$ cat src/rtl/mult_unit.sv
// Sequential radix-2 shift-add multiplier for MULT/MULTU.
// The core always multiplies unsigned magnitudes. Signed results are
// recovered by negating the 2W-bit product. The accumulate adder is a
// ripple chain of 4-bit carry-lookahead slices.

module cla4 (
  input  logic [3:0] x,
  input  logic [3:0] y,
  input  logic       cin,
  output logic [3:0] sum,
  output logic       cout
);

  logic [3:0] g;
  logic [3:0] p;
  logic [4:0] c;

  // generate/propagate terms with full lookahead carries inside the slice
  always_comb begin
    g    = x & y;
    p    = x ^ y;
    c    = '0;
    c[0] = cin;
    c[1] = g[0] | (p[0] & cin);
    c[2] = g[1] | (p[1] & g[0]) | (p[1] & p[0] & cin);
    c[3] = g[2] | (p[2] & g[1]) | (p[2] & p[1] & g[0]) | (p[2] & p[1] & p[0] & cin);
    c[4] = g[3] | (p[3] & g[2]) | (p[3] & p[2] & g[1]) | (p[3] & p[2] & p[1] & g[0])
         | (p[3] & p[2] & p[1] & p[0] & cin);
    sum  = p ^ c[3:0];
    cout = c[4];
  end

endmodule

module mult_unit #(
  parameter int WIDTH = 32
) (
  input  logic             clk,
  input  logic             rst_n,
  input  logic             start,
  input  logic             is_signed,
  input  logic [WIDTH-1:0] a,
  input  logic [WIDTH-1:0] b,
  output logic             busy,
  output logic             done,
  output logic [WIDTH-1:0] hi,
  output logic [WIDTH-1:0] lo
);

  localparam int SLICES = WIDTH / 4;
  localparam int CW     = $clog2(WIDTH) + 1;

  typedef enum logic [1:0] {
    IDLE = 2'd0,
    RUN  = 2'd1,
    FIX  = 2'd2
  } state_t;

  state_t             state;
  state_t             state_next;
  logic [WIDTH-1:0]   mag_a;
  logic               neg;
  logic [2*WIDTH:0]   acc;
  logic [CW-1:0]      count;

  logic [WIDTH-1:0]   a_mag;
  logic [WIDTH-1:0]   b_mag;
  logic [WIDTH-1:0]   add_sum;
  logic [SLICES:0]    carry;
  logic [WIDTH:0]     upper_next;
  logic [2*WIDTH:0]   acc_shifted;
  logic [2*WIDTH-1:0] prod;
  logic [2*WIDTH-1:0] prod_fixed;
  logic               last_step;

  // Accumulate adder: acc upper half plus the multiplicand magnitude,
  // one CLA slice per nibble, slice carry-out feeding the next slice.
  assign carry[0] = 1'b0;

  genvar gi;
  generate
    for (gi = 0; gi < SLICES; gi++) begin : g_cla
      cla4 u_cla (
        .x    (acc[WIDTH + 4*gi +: 4]),
        .y    (mag_a[4*gi +: 4]),
        .cin  (carry[gi]),
        .sum  (add_sum[4*gi +: 4]),
        .cout (carry[gi+1])
      );
    end
  endgenerate

  // Operand magnitudes, one shift-add step, and the sign-corrected product.
  // The top accumulator bit is always zero before an add because every
  // step shifts a zero into it, so the slice carry-out becomes the new top.
  always_comb begin
    a_mag       = (is_signed & a[WIDTH-1]) ? -a : a;
    b_mag       = (is_signed & b[WIDTH-1]) ? -b : b;
    upper_next  = acc[0] ? {carry[SLICES], add_sum} : acc[2*WIDTH:WIDTH];
    acc_shifted = {1'b0, upper_next, acc[WIDTH-1:1]};
    prod        = acc[2*WIDTH-1:0];
    prod_fixed  = neg ? -prod : prod;
    last_step   = (count == CW'(WIDTH - 1));
  end

  // State register
  always_ff @(posedge clk or negedge rst_n) begin
    if (!rst_n) begin
      state <= IDLE;
    end else begin
      state <= state_next;
    end
  end

  // Next-state logic: one RUN cycle per multiplier bit, then a sign fix-up
  always_comb begin
    state_next = state;
    case (state)
      IDLE: if (start) state_next = RUN;
      RUN:  if (last_step) state_next = FIX;
      FIX:  state_next = IDLE;
      default: state_next = IDLE;
    endcase
  end

  // Datapath: latch operands on accept, shift-add while running, publish on fix-up
  always_ff @(posedge clk or negedge rst_n) begin
    if (!rst_n) begin
      mag_a <= '0;
      neg   <= 1'b0;
      acc   <= '0;
      count <= '0;
      hi    <= '0;
      lo    <= '0;
      done  <= 1'b0;
    end else begin
      done <= 1'b0;
      case (state)
        IDLE: begin
          if (start) begin
            mag_a <= a_mag;
            neg   <= is_signed & (a[WIDTH-1] ^ b[WIDTH-1]);
            acc   <= {{(WIDTH+1){1'b0}}, b_mag};
            count <= '0;
          end
        end
        RUN: begin
          acc   <= acc_shifted;
          count <= count + CW'(1);
        end
        FIX: begin
          hi   <= prod_fixed[2*WIDTH-1:WIDTH];
          lo   <= prod_fixed[WIDTH-1:0];
          done <= 1'b1;
        end
        default: begin
          done <= 1'b0;
        end
      endcase
    end
  end

  assign busy = (state != IDLE);

endmodule

$ cat config.mk
export PLATFORM = sky130hd
export DESIGN_NAME = mult_unit
export DESIGN_NICKNAME = d
export VERILOG_FILES = /design/src/rtl/mult_unit.sv
export SDC_FILE = /design/constraint.sdc
export NUM_CORES = 1
export LEC_CHECK = 0
export CORE_ASPECT_RATIO = 1.1
export CORE_MARGIN = 5
export CORE_UTILIZATION = 50
export CTS_BUF_LIST = sky130_fd_sc_hd__clkbuf_4
export DETAILED_ROUTE_END_ITERATION = 10
export MAX_ROUTING_LAYER = met4
export PLACE_DENSITY = 0.78
export SKIP_CTS_REPAIR_TIMING = 1
export SLEW_MARGIN = 20
export SYNTH_ARGS = -nofsm -noshare
export SYNTH_HDL_FRONTEND = slang
export SYNTH_HIERARCHICAL = 1
export SYNTH_SLANG_ARGS = --single-unit
$ cat constraint.sdc
create_clock -name clk -period 7.86 [get_ports clk]
set_input_delay 0.786 -clock clk [delete_from_list [all_inputs] [get_ports clk]]
set_output_delay 0.786 -clock clk [all_outputs]
set_load 0.01 [all_outputs]
# Yosys cells after proc, flatten, opt, wreduce, memory -nomap -nowiden
# Cells that the tools add are included.
[classes] bitwise_logic=225 n_reduce_logical=6 addsub=4 n_eq_ne=5 muxes=12
[op_table] op="$pmux 65 s2" n=1
[op_table] op="$and 1x1->1" n=124
[op_table] op="$or 1x1->1" n=76
[op_table] op="$mux 65" n=1
[op_table] op="$mux 32" n=2
[op_table] op="$mux 64" n=1
[op_table] op="$neg 32->32" n=2
[op_table] op="$neg 64->64" n=1
[op_table] op="$xor 4x4->4" n=16
[op_table] op="$mux 33" n=1
[op_table] op="$and 4x4->4" n=8
[op_table] op="$pmux 6 s2" n=1
[op_table] op="$add 6x1->6 const B" n=1
[op_table] op="$eq 6x5->1 const B" n=1
[op_table] op="$mux 6" n=1
[op_table] op="$reduce_and 2->1" n=3
[op_table] op="$mux 2" n=2
[op_table] op="$ne 2x2->1 const B" n=2
[op_table] op="$pmux 2 s2" n=1
[op_table] op="$reduce_bool 2->1" n=2
[op_table] op="$eq 2x1->1 const B" n=1
[op_table] op="$eq 2x2->1 const B" n=1
[op_table] op="$logic_not 2->1" n=1
[op_table] op="$mux 1" n=1
[op_table] op="$xor 1x1->1" n=1
[word_totals] word_cells=260 reg_bits=171

# Logic depth before layout (Yosys ltp)
# Gate-level depths: netlist (run 1).
[depth] ltp_word=22 mapped_depth=27

# By module
# The synthesis (run 1) kept the hierarchy.
[modules_own_cells] module="mult_unit" area_each_um2=9546.7 instances=1 cells_per_inst=1058 seq_area_each_um2=4254.1
[modules_own_cells] module="cla4" area_each_um2=147.6 instances=8 cells_per_inst=17 seq_area_each_um2=0.0

# Worst setup path before layout (run 1)
# No wires, ideal clock.
[synth_path] path_type="reg-to-reg" from="register mag_a[2]" to="register acc[62]" stages_incl_launch_ff=28 arrival_time_ps=5361 period_less_slack_ps=5494 setup_slack_ps=2366 t_required_ps=7727 cell_sequence="dfrtp_1 ha_1 a21o_1 a31o_1 a21o_1 a21o_1 a31o_1 a21o_1 a21o_1 a31o_1 a21o_1 a21o_1 a31o_1 a21o_1 a21o_1 a31o_1 a21o_1 a21o_1 a31o_1 a21o_1 a21o_1 a31o_1 a21o_1 a21o_1 a31o_1 xor2_1 mux2i_1 o21ai_0"
[synth_via] elab_chain_cells=22 word_cells_on_any_way=27
[synth_lines] element="start: declaration" line="61" text="logic [WIDTH-1:0] mag_a;"
[synth_lines] element="start signal: assignment" line="141" text="mag_a <= a_mag;"
[synth_lines] element="$and 4x4->4 or $xor 4x4->4 (tied branches)" line="20, 21"
[synth_lines] element="$and 1x1->1" line="27" text="c[4] = g[3] | (p[3] & g[2]) | (p[3] & p[2] & g[1]) | (p[3] & p[2] & p[1] & g[0])"
[synth_lines] element="$or 1x1->1 or $and 1x1->1 (tied branches) (2 in series)" line="27"
[synth_lines] element="$or 1x1->1 *" line="27"
[synth_lines] element="named net carry[1]" line="69" text="logic [SLICES:0] carry;"
[synth_lines] element="$and 1x1->1 *" line="28" text="| (p[3] & p[2] & p[1] & p[0] & cin);"
[synth_lines] element="$or 1x1->1 *" line="28"
[synth_lines] element="named net carry[2]" line="69"
[synth_lines] element="[... 2 more ...]"
[synth_lines] element="named net carry[3]" line="69"
[synth_lines] element="[... 2 more ...]"
[synth_lines] element="named net carry[4]" line="69"
[synth_lines] element="[... 2 more ...]"
[synth_lines] element="named net carry[5]" line="69"
[synth_lines] element="[... 2 more ...]"
[synth_lines] element="named net carry[6]" line="69"
[synth_lines] element="[... 1 more ...]"
[synth_lines] element="$or 1x1->1 *" line="28"
[synth_lines] element="named net carry[7]" line="69"
[synth_lines] element="$and 1x1->1 *" line="26" text="c[3] = g[2] | (p[2] & g[1]) | (p[2] & p[1] & g[0]) | (p[2] & p[1] & p[0] & cin);"
[synth_lines] element="$or 1x1->1 *" line="26"
[synth_lines] element="$xor 4x4->4 *" line="29" text="sum = p ^ c[3:0];"
[synth_lines] element="named net add_sum[31]" line="68" text="logic [WIDTH-1:0] add_sum;"
[synth_lines] element="$mux 33 *" line="99" text="upper_next = acc[0] ? {carry[SLICES], add_sum} : acc[2*WIDTH:WIDTH];"
[synth_lines] element="$pmux 65 s2 *" line="138" text="case (state)"
[synth_lines] element="end signal: assignment" line="143" text="acc <= {{(WIDTH+1){1'b0}}, b_mag};"
[synth_lines] element="end signal: assignment" line="148" text="acc <= acc_shifted;"
[synth_lines] element="end: declaration" line="63" text="logic [2*WIDTH:0] acc;"
# The timed path passes the listed nets; every way through them passes the cells marked *.
# A chain may end at the register's enable or synchronous reset.

# Worst setup path in the final report (run 1)
[layout_path] from="register acc[34]" to="register acc[62]"
[layout_via] elab_chain_cells=22 word_cells_on_any_way=27
[layout_lines] element="$and 4x4->4 or $xor 4x4->4 (tied branches)" line="20, 21"
[layout_lines] element="$and 1x1->1" line="27"
[layout_lines] element="$or 1x1->1 or $and 1x1->1 (tied branches) (2 in series)" line="27"
[layout_lines] element="$or 1x1->1 *" line="27"
[layout_lines] element="named net carry[1]" line="69"
[layout_lines] element="$and 1x1->1 *" line="28"
[layout_lines] element="$or 1x1->1 *" line="28"
[layout_lines] element="named net carry[2]" line="69"
[layout_lines] element="[... 2 more ...]"
[layout_lines] element="named net carry[3]" line="69"
[layout_lines] element="[... 2 more ...]"
[layout_lines] element="named net carry[4]" line="69"
[layout_lines] element="[... 2 more ...]"
[layout_lines] element="named net carry[5]" line="69"
[layout_lines] element="[... 2 more ...]"
[layout_lines] element="named net carry[6]" line="69"
[layout_lines] element="[... 1 more ...]"
[layout_lines] element="$or 1x1->1 *" line="28"
[layout_lines] element="named net carry[7]" line="69"
[layout_lines] element="$and 1x1->1 *" line="26"
[layout_lines] element="$or 1x1->1 *" line="26"
[layout_lines] element="$xor 4x4->4 *" line="29"
[layout_lines] element="named net add_sum[31]" line="68"
[layout_lines] element="$mux 33 *" line="99"
[layout_lines] element="$pmux 65 s2 *" line="138"
# Marked as above.

==> metrics list, run 1 <==
- Once layout is complete, the utilization of the core stands at 59.0%.
- Yosys printed 6 warnings.
- TritonCTS built the clock tree.
* Kind of critical path: flip-flop to flip-flop
- Syn-to-layout area delta: 16.7%
- Buffers placed on the I/O ports in this run total 133.
- Run status: complete, no violations
- In the final design database the tool counted 1393 nets.
- Count of distinct cell types in the synthesized netlist: 54
- Setup repair after global routing left no endpoint under its margin.
* Tot GR Track Use: 22.0%
- Arrival @ worst endpoint: 6500 ps
- Dominant cell type by count on the critical path: a21o_1
- The startpoint identified for the worst register-to-register timing path is acc[34].
- Clock tree buffer depth: 2
* GR Overflow Total: 0
- Sequential area share after synthesis: 39.7%
- Internal power comes to 2.01 mW.
- Entering global routing, the biggest net connects 130 pins.
* Share of synthesized registers carrying an async set or reset: 100%
- In this run the worst hold path is classified as input pin to asynchronous set/reset pin.
- Post-synth design cell area: 0.0107 mm²
* Number of nets still failing antenna checks after routing: 0
- Ratio of cells with drive above 1 in the final layout: 5.64%
* Layout Cell Area excl Fill: 0.0125 mm²
- Critical-path top delay cell: dfrtp_1
* Total Die Area: 0.0245 mm²
* Maximum vdd ir drop: 0.000111 V
- The first global-routing pass estimated 42500 µm of wire.
- The most used flip-flop cell after synthesis is dfrtp_1.
* Total power divided by cell area: 284 mW/mm²
* Pre-CTS setup slack: 1890 ps
* Wirelength, routed: 26000 µm
- Worst Path Buf+Inv: 0
- Summed over all instances, the cell type with the most area after synthesis is dfrtp_1.
- The final hold violation count was 0.
- STA classifies the critical path endpoint as a flip-flop.
- Synthesized flop and latch total: 170
- In the final routed layout, each cell accounts on average for 16.3 µm.
- Overall power after layout: 3.56 mW
- Clock latency on the worst-skew pair, taken at its later pin, is 590 ps.
* Crit-path max cell delay: 570 ps
- The final max-slew violation count is 0.
- Measured against its own limit, the worst slew margin works out to 28.8%.
- In the routed design, unresolved DRC markers number 0.
- Area of placed instances: 0.0122 mm²
- The analysis attributes to net switching a power of 1.55 mW.
* Commonest cells after routing, fill and taps aside: o21ai_0 (172), dfrtp_1 (168), nand2_1 (134)
- Before antenna repair, the detailed router went through 5 iterations.
- Timing would allow up to 0.165 GHz.
- Portion of total power attributed to combinational logic: 42.3%
* Crit Reg-Reg Endpoint: acc[62]
- In this run the horizontal extent of the chip is 150 µm.
* Number of max-cap violations: 0
- In this run the register-to-register setup slack is 1800 ps.
- Buffers inserted during clock tree synthesis total 17.
- In this run switching power makes up 43.5% of total power.
* Core region area: 0.0212 mm²
- Counting cells, the worst reg-to-reg path comes to 27.
- The number of antenna violations at the first check in global routing is 5.
* Post-route setup slack: 1800 ps
* Std-Cell Rows: 56
- Counting flops with a built-in enable in the synthesized netlist gives 0.
- Cell chosen for the clock root: clkbuf_4
- Worst endpoint required time: 8300 ps
* Setup total negative slack: 0 ps
- The library cell used most frequently in the layout, excluding fill and tap cells, is o21ai_0.
* Startpoint type of the worst setup path: flip-flop
* Sinks on the clock net: 170
* Leakage power: 5.22 nW
- Using the TritonRoute via totals, the vias-per-cell ratio works out to 5.62.
* Mean Syn Cell Area: 8.98 µm²
* Final min period: 6060 ps
- In this run the worst path has a maximum fanout of 9.
- Post-DP HPWL: 19100 µm
* Maximum clock skew at final layout: 20.0 ps
* Synthesized netlist cell count: 1194
- Register share of total power: 44.2%
- The congestion estimate from routability-driven global placement came to 0.894.
* Num ports: 134
- The die is 164 µm tall.
- Via total after detailed routing: 8935
* Effective utilization at floorplan: 50.5%
- For this block, the initial DRC count from the detailed router was 649.
- Period Utilization, post-route: 77.1%
- Maximum level of the CTS H-tree: 4
* Share of power burned in the clock network: 13.5%
* CTS clock-pin slew for the worst setup and hold paths: 140 ps
- Crit-path leading delay family: compound AO/OA/AOI/OAI gates
- The number of global-route vias before repair is 8499.
* Area contributors post-synth: dfrtp_1 (40%), o21ai_0 (8.0%), xor2_1 (7.3%)
- Portion of synthesized cell area occupied by the leading cell type: 39.7%
* Slew at the pin closest to its max-slew limit: 1070 ps
- Setup violations remaining at the end of the flow were counted as 0.
[per-layer routing]
metal	track usage (%)	up-vias	wire length, µm
met5	-	-	0
met4	7.03	0	478
met3	3.58	28	1450
met2	32.1	254	11600
met1	31.5	4224	12500
li1	-	4429	-
[worst max path at each step]
stage,startpoint,endpoint,slack [ps],cells after the start
5_1_grt,acc[34],acc[62],1510,27
6_report,acc[34],acc[62],1800,27
3_3_place_gp,acc[34],acc[62],1980,27
4_1_cts,acc[34],acc[62],1850,27
3_5_place_dp,acc[34],acc[62],1890,27
2_1_floorplan,mag_a[2],acc[62],2370,27
[sequential cells by signal (all words and copies together), names as in the netlist]
name,flops
acc,64
count,6
done,1
hi,32
lo,32
mag_a,32
neg,1
state,2
[cell type report]
| cell class | instances | area [µm²] |
|---|---|---|
| multi-input cells | 909 | 6070 |
| diodes | 5 | 12.5 |
| flip-flops and latches | 170 | 4260 |
| clock inverters | 14 | 123 |
| clock buffers | 18 | 135 |
| inverters | 45 | 169 |
| fillers | 1876 | 8710 |
| well taps | 290 | 363 |
| repair buffers | 138 | 1390 |
[metrics by stage]
step                      hold WS, ps  cells
after detailed placement          469   1551
after global routing              301   1589
final                             269   1589
after CTS                         256   1583
after global placement            461   1551
after floorplan                   436   1195
[synthesized netlist by cell type, types with 7 or more instances]
library cell / count
clkbuf_1: 60
nor4_1: 8
xor2_1: 89
mux2i_1: 39
o21ai_1: 20
nand3_1: 39
or3_1: 13
nor3_1: 32
o21ai_0: 172
o41ai_2: 7
nand2_1: 135
dfrtp_1: 170
a21o_1: 24
a22oi_1: 15
xnor2_1: 43
buf_1: 10
or4_1: 19
a31o_1: 8
a22o_1: 12
nand2b_1: 9
nor2_1: 44
a21oi_1: 50
ha_1: 36
inv_1: 45
o31ai_1: 20
fa_1: 8
[cell families (layout without fill, tap and decap cells)]
family,count (synthesis),after routing,share of synthesized area (%)
other,1,7,0.0350
AOI/OAI and AO/OA,347,347,19.7
DFF,170,170,39.7
adders and majority gates,44,44,5.69
xor gates and xnor gates,132,132,10.8
buffers and inverters,116,215,4.07
muxes,39,39,3.64
and+or+nand+nor,345,345,16.4
[power groups by stage]
stage	combinational [mW]	clock, mW	sequential (mW)
floorplan	1.27	0	1.36
global placement	1.44	0	1.56
detailed placement	1.50	0	1.57
CTS	1.51	0.492	1.55
global route	1.72	0.529	1.61
finish	1.51	0.481	1.57
(Power assumes the default switching activity.)
==> inputs of run 2 (changes only) <==
clock period = 5.6 ns   (was 7.86 ns; I/O delays follow)
==> run 2 against run 1 <==
Against the previous run:
- cell area up 1.4%
- cell count up 1.1%
- global-route usage about the same
- clock power up 49%
- clock-buffer cell count down 1
==> metrics list, run 2 (synthesis gave the netlist of run 1 again) <==
* Run status: complete, no violations (unchanged)
- The worst hold-check slack came to 433 ps (was 269 ps).
- The die area was 0.0245 mm² (unchanged).
* Crit-path max cell delay: 430 ps (was 570 ps)
- Sinks on the clock net: 170 (unchanged)
* Ratio of cells with drive above 1 in the final layout: 7.01% (was 5.64%)
- The data arrival time of the worst path is 5850 ps (was 6500 ps).
* Crit Reg-Reg Endpoint: acc[62] (unchanged)
- Area of placed instances: 0.0123 mm² (was 0.0122 mm²)
- Wirelength, routed: 26000 µm (about the same)
- The largest register by flop count is acc (unchanged).
- The maximum clock rate was 0.186 GHz (was 0.165 GHz).
- The remaining routing DRC violations was 0 (unchanged).
- Slew at the pin closest to its max-slew limit: 1070 ps (about the same)
- Commonest cells after routing, fill and taps aside: o21ai_0 (170), dfrtp_1 (168), nand2_1 (134) (was o21ai_0 (172), dfrtp_1 (168), nand2_1 (134))
- The total of fill cells in the finished design is 1838 (was 1876).
- Dominant cell type by count on the critical path: a21o_1 (unchanged)
* Min-Delay Path Class: input pin to asynchronous set/reset pin (unchanged)
- The horizontal die dimension came to 150 µm (unchanged).
- Cell chosen for the clock root: clkbuf_4 (unchanged)
- The final-report setup violation count came to 0 (unchanged).
* Largest register FFs: 64 (unchanged)
- The origin of the critical flop-to-flop path is acc[34] (unchanged).
* Syn-to-layout area delta: 18.3% (was 16.7%)
* Tightest slew margin relative to the limit: 28.5% (was 28.8%)
- Maximum level of the CTS H-tree: 4 (unchanged)
- Tot GR Track Use: 21.9% (was 22.0%)
* DR pass1 iterations: 7 (was 5)
- The count of nets after finishing is 1412 (was 1393).
- Inserted Clock Buffers: 17 (unchanged)
* Leakage power: 5.33 nW (was 5.22 nW)
- Final-report hold violation count: 0 (unchanged)
* Capturing element type of the critical path: flip-flop (unchanged)
* Initial antenna violation count: 5 (unchanged)
- CTS clock-pin slew for the worst setup and hold paths: 150 ps (was 140 ps)
- Number of max-cap violations: 0 (unchanged)
- Critical-path top delay cell: dfrtp_1 (unchanged)
- Maximum vdd ir drop: 0.000186 V (was 0.000111 V)
* Vias/cell: 5.59 (was 5.62)
- Worst-case reg-to-reg path depth: 27 (unchanged)
* Via total after detailed routing: 8979 (was 8935)
- Layout Cell Area excl Fill: 0.0127 mm² (was 0.0125 mm²)
* Period Utilization, post-route: 96.2% (was 77.1%)
* Overall power after layout: 5.17 mW (was 3.56 mW)
- The most common cell after layout, fill and taps aside is o21ai_0 (unchanged).
- The non-filler instance count after layout is 1607 (was 1589).
* Post-DP HPWL: 19100 µm (about the same)
* Maximum clock skew at final layout: 16.7 ps (was 20.0 ps)
- Unrepaired setup endpoints after global routing: true (was false)
- Port buffer count: 133 (unchanged)
* Total power divided by cell area: 408 mW/mm² (was 284 mW/mm²)
- The maximum fanout count along the critical path was 2 (was 9).
- Vias in the first global route: 8447 (was 8499)
- The first-pass GRT wire length is 42400 µm (was 42500 µm).
- The total overflow reported by the global router is 0 (unchanged).
- Wirelength per Cell: 16.2 µm (was 16.3 µm)
* Slack of the worst reg-to-reg path: 210 ps (was 1800 ps)
- The clock latency reported for the late side of the worst-skew pair is 580 ps (was 590 ps).
* GP Congestion: 0.924 (was 0.894)
* Placed Cells: 1564 (was 1551)
* Std-Cell Rows: 56 (unchanged)
- The final max-slew violation count came to 0 (unchanged).
- The starting density of the core came to 50.5% (unchanged).
* Clock tree buffer depth: 2 (unchanged)
- The startpoint-to-endpoint class of the critical path is flip-flop to flip-flop (unchanged).
- The vertical die dimension came to 164 µm (unchanged).
- The data required time of the worst path is 6070 ps (was 8300 ps).
- Number of nets still failing antenna checks after routing: 0 (unchanged)
- CTS tree: built (unchanged)
- The maximum number of pins on one net before global-route repair was 130 (unchanged).
- Num ports: 134 (unchanged)
- Startpoint type of the worst setup path: flip-flop (unchanged)
- Starting DRT DRC Count: 791 (was 649)
- Core region area: 0.0212 mm² (unchanged)
- The post-layout minimum cycle time came to 5390 ps (was 6060 ps).
-- run 2: how the worst max path moves through the flow --
stage / from / end / slack (ps) / cells after the start
final: acc[34] / acc[62] / 210 / 27
after global routing: acc[34] / acc[62] / -70 / 27
after CTS: mag_a[2] / acc[62] / -190 / 27
after detailed placement: mag_a[2] / acc[62] / -140 / 27
after global placement: mag_a[2] / acc[62] / -70 / 27
after floorplan: mag_a[2] / acc[62] / 110 / 27
-- run 2: cell type report --
type | instances | area [µm²] | area share [%]
Antenna cell | 5 | 12.5 | 0.0986
Clock buffer | 17 | 128 | 1.01
Clock inverter | 14 | 146 | 1.15
Inverter | 45 | 169 | 1.33
Multi-Input combinational cell | 909 | 6080 | 47.9
Sequential cell | 170 | 4260 | 33.6
Tap cell | 290 | 363 | 2.86
Timing Repair Buffer | 157 | 1540 | 12.1
-- run 2: through the flow --
stage | setup slack (ps) | util (%) | TNS [ps]
2_1_floorplan | 106 | - | 0
3_3_place_gp | -71.3 | 58.0 | -165
3_5_place_dp | -143 | 58.0 | -412
4_1_cts | -194 | 59.3 | -672
5_1_grt | -71.6 | 59.8 | -161
6_report | 213 | 59.8 | 0
-- run 2: where the power goes --
part / switching, mW / internal (mW)
logic: 1.14 / 1.15
registers: 0.618 / 1.55
clock network: 0.450 / 0.265
total: 2.21 / 2.97
-- run 2: per-layer routing --
layer  share of wire [%]  global-route usage (%)  vias up
met1                  47                    30.9     4190
met4                 1.9                    5.95        0
li1                    -                       -     4471
met2                  45                    32.9      280
met5                   0                       -        -
met3                 6.3                    3.86       38
-- run 2: worst max-delay path, delay by kind of cell (launching register included) --
family                     cells  cell delay, ps
muxes                          1             130
AOI/OAI and AO/OA             24            4330
adders and majority gates      1             250
xor gates and xnor gates       1             140
DFF                            1             430
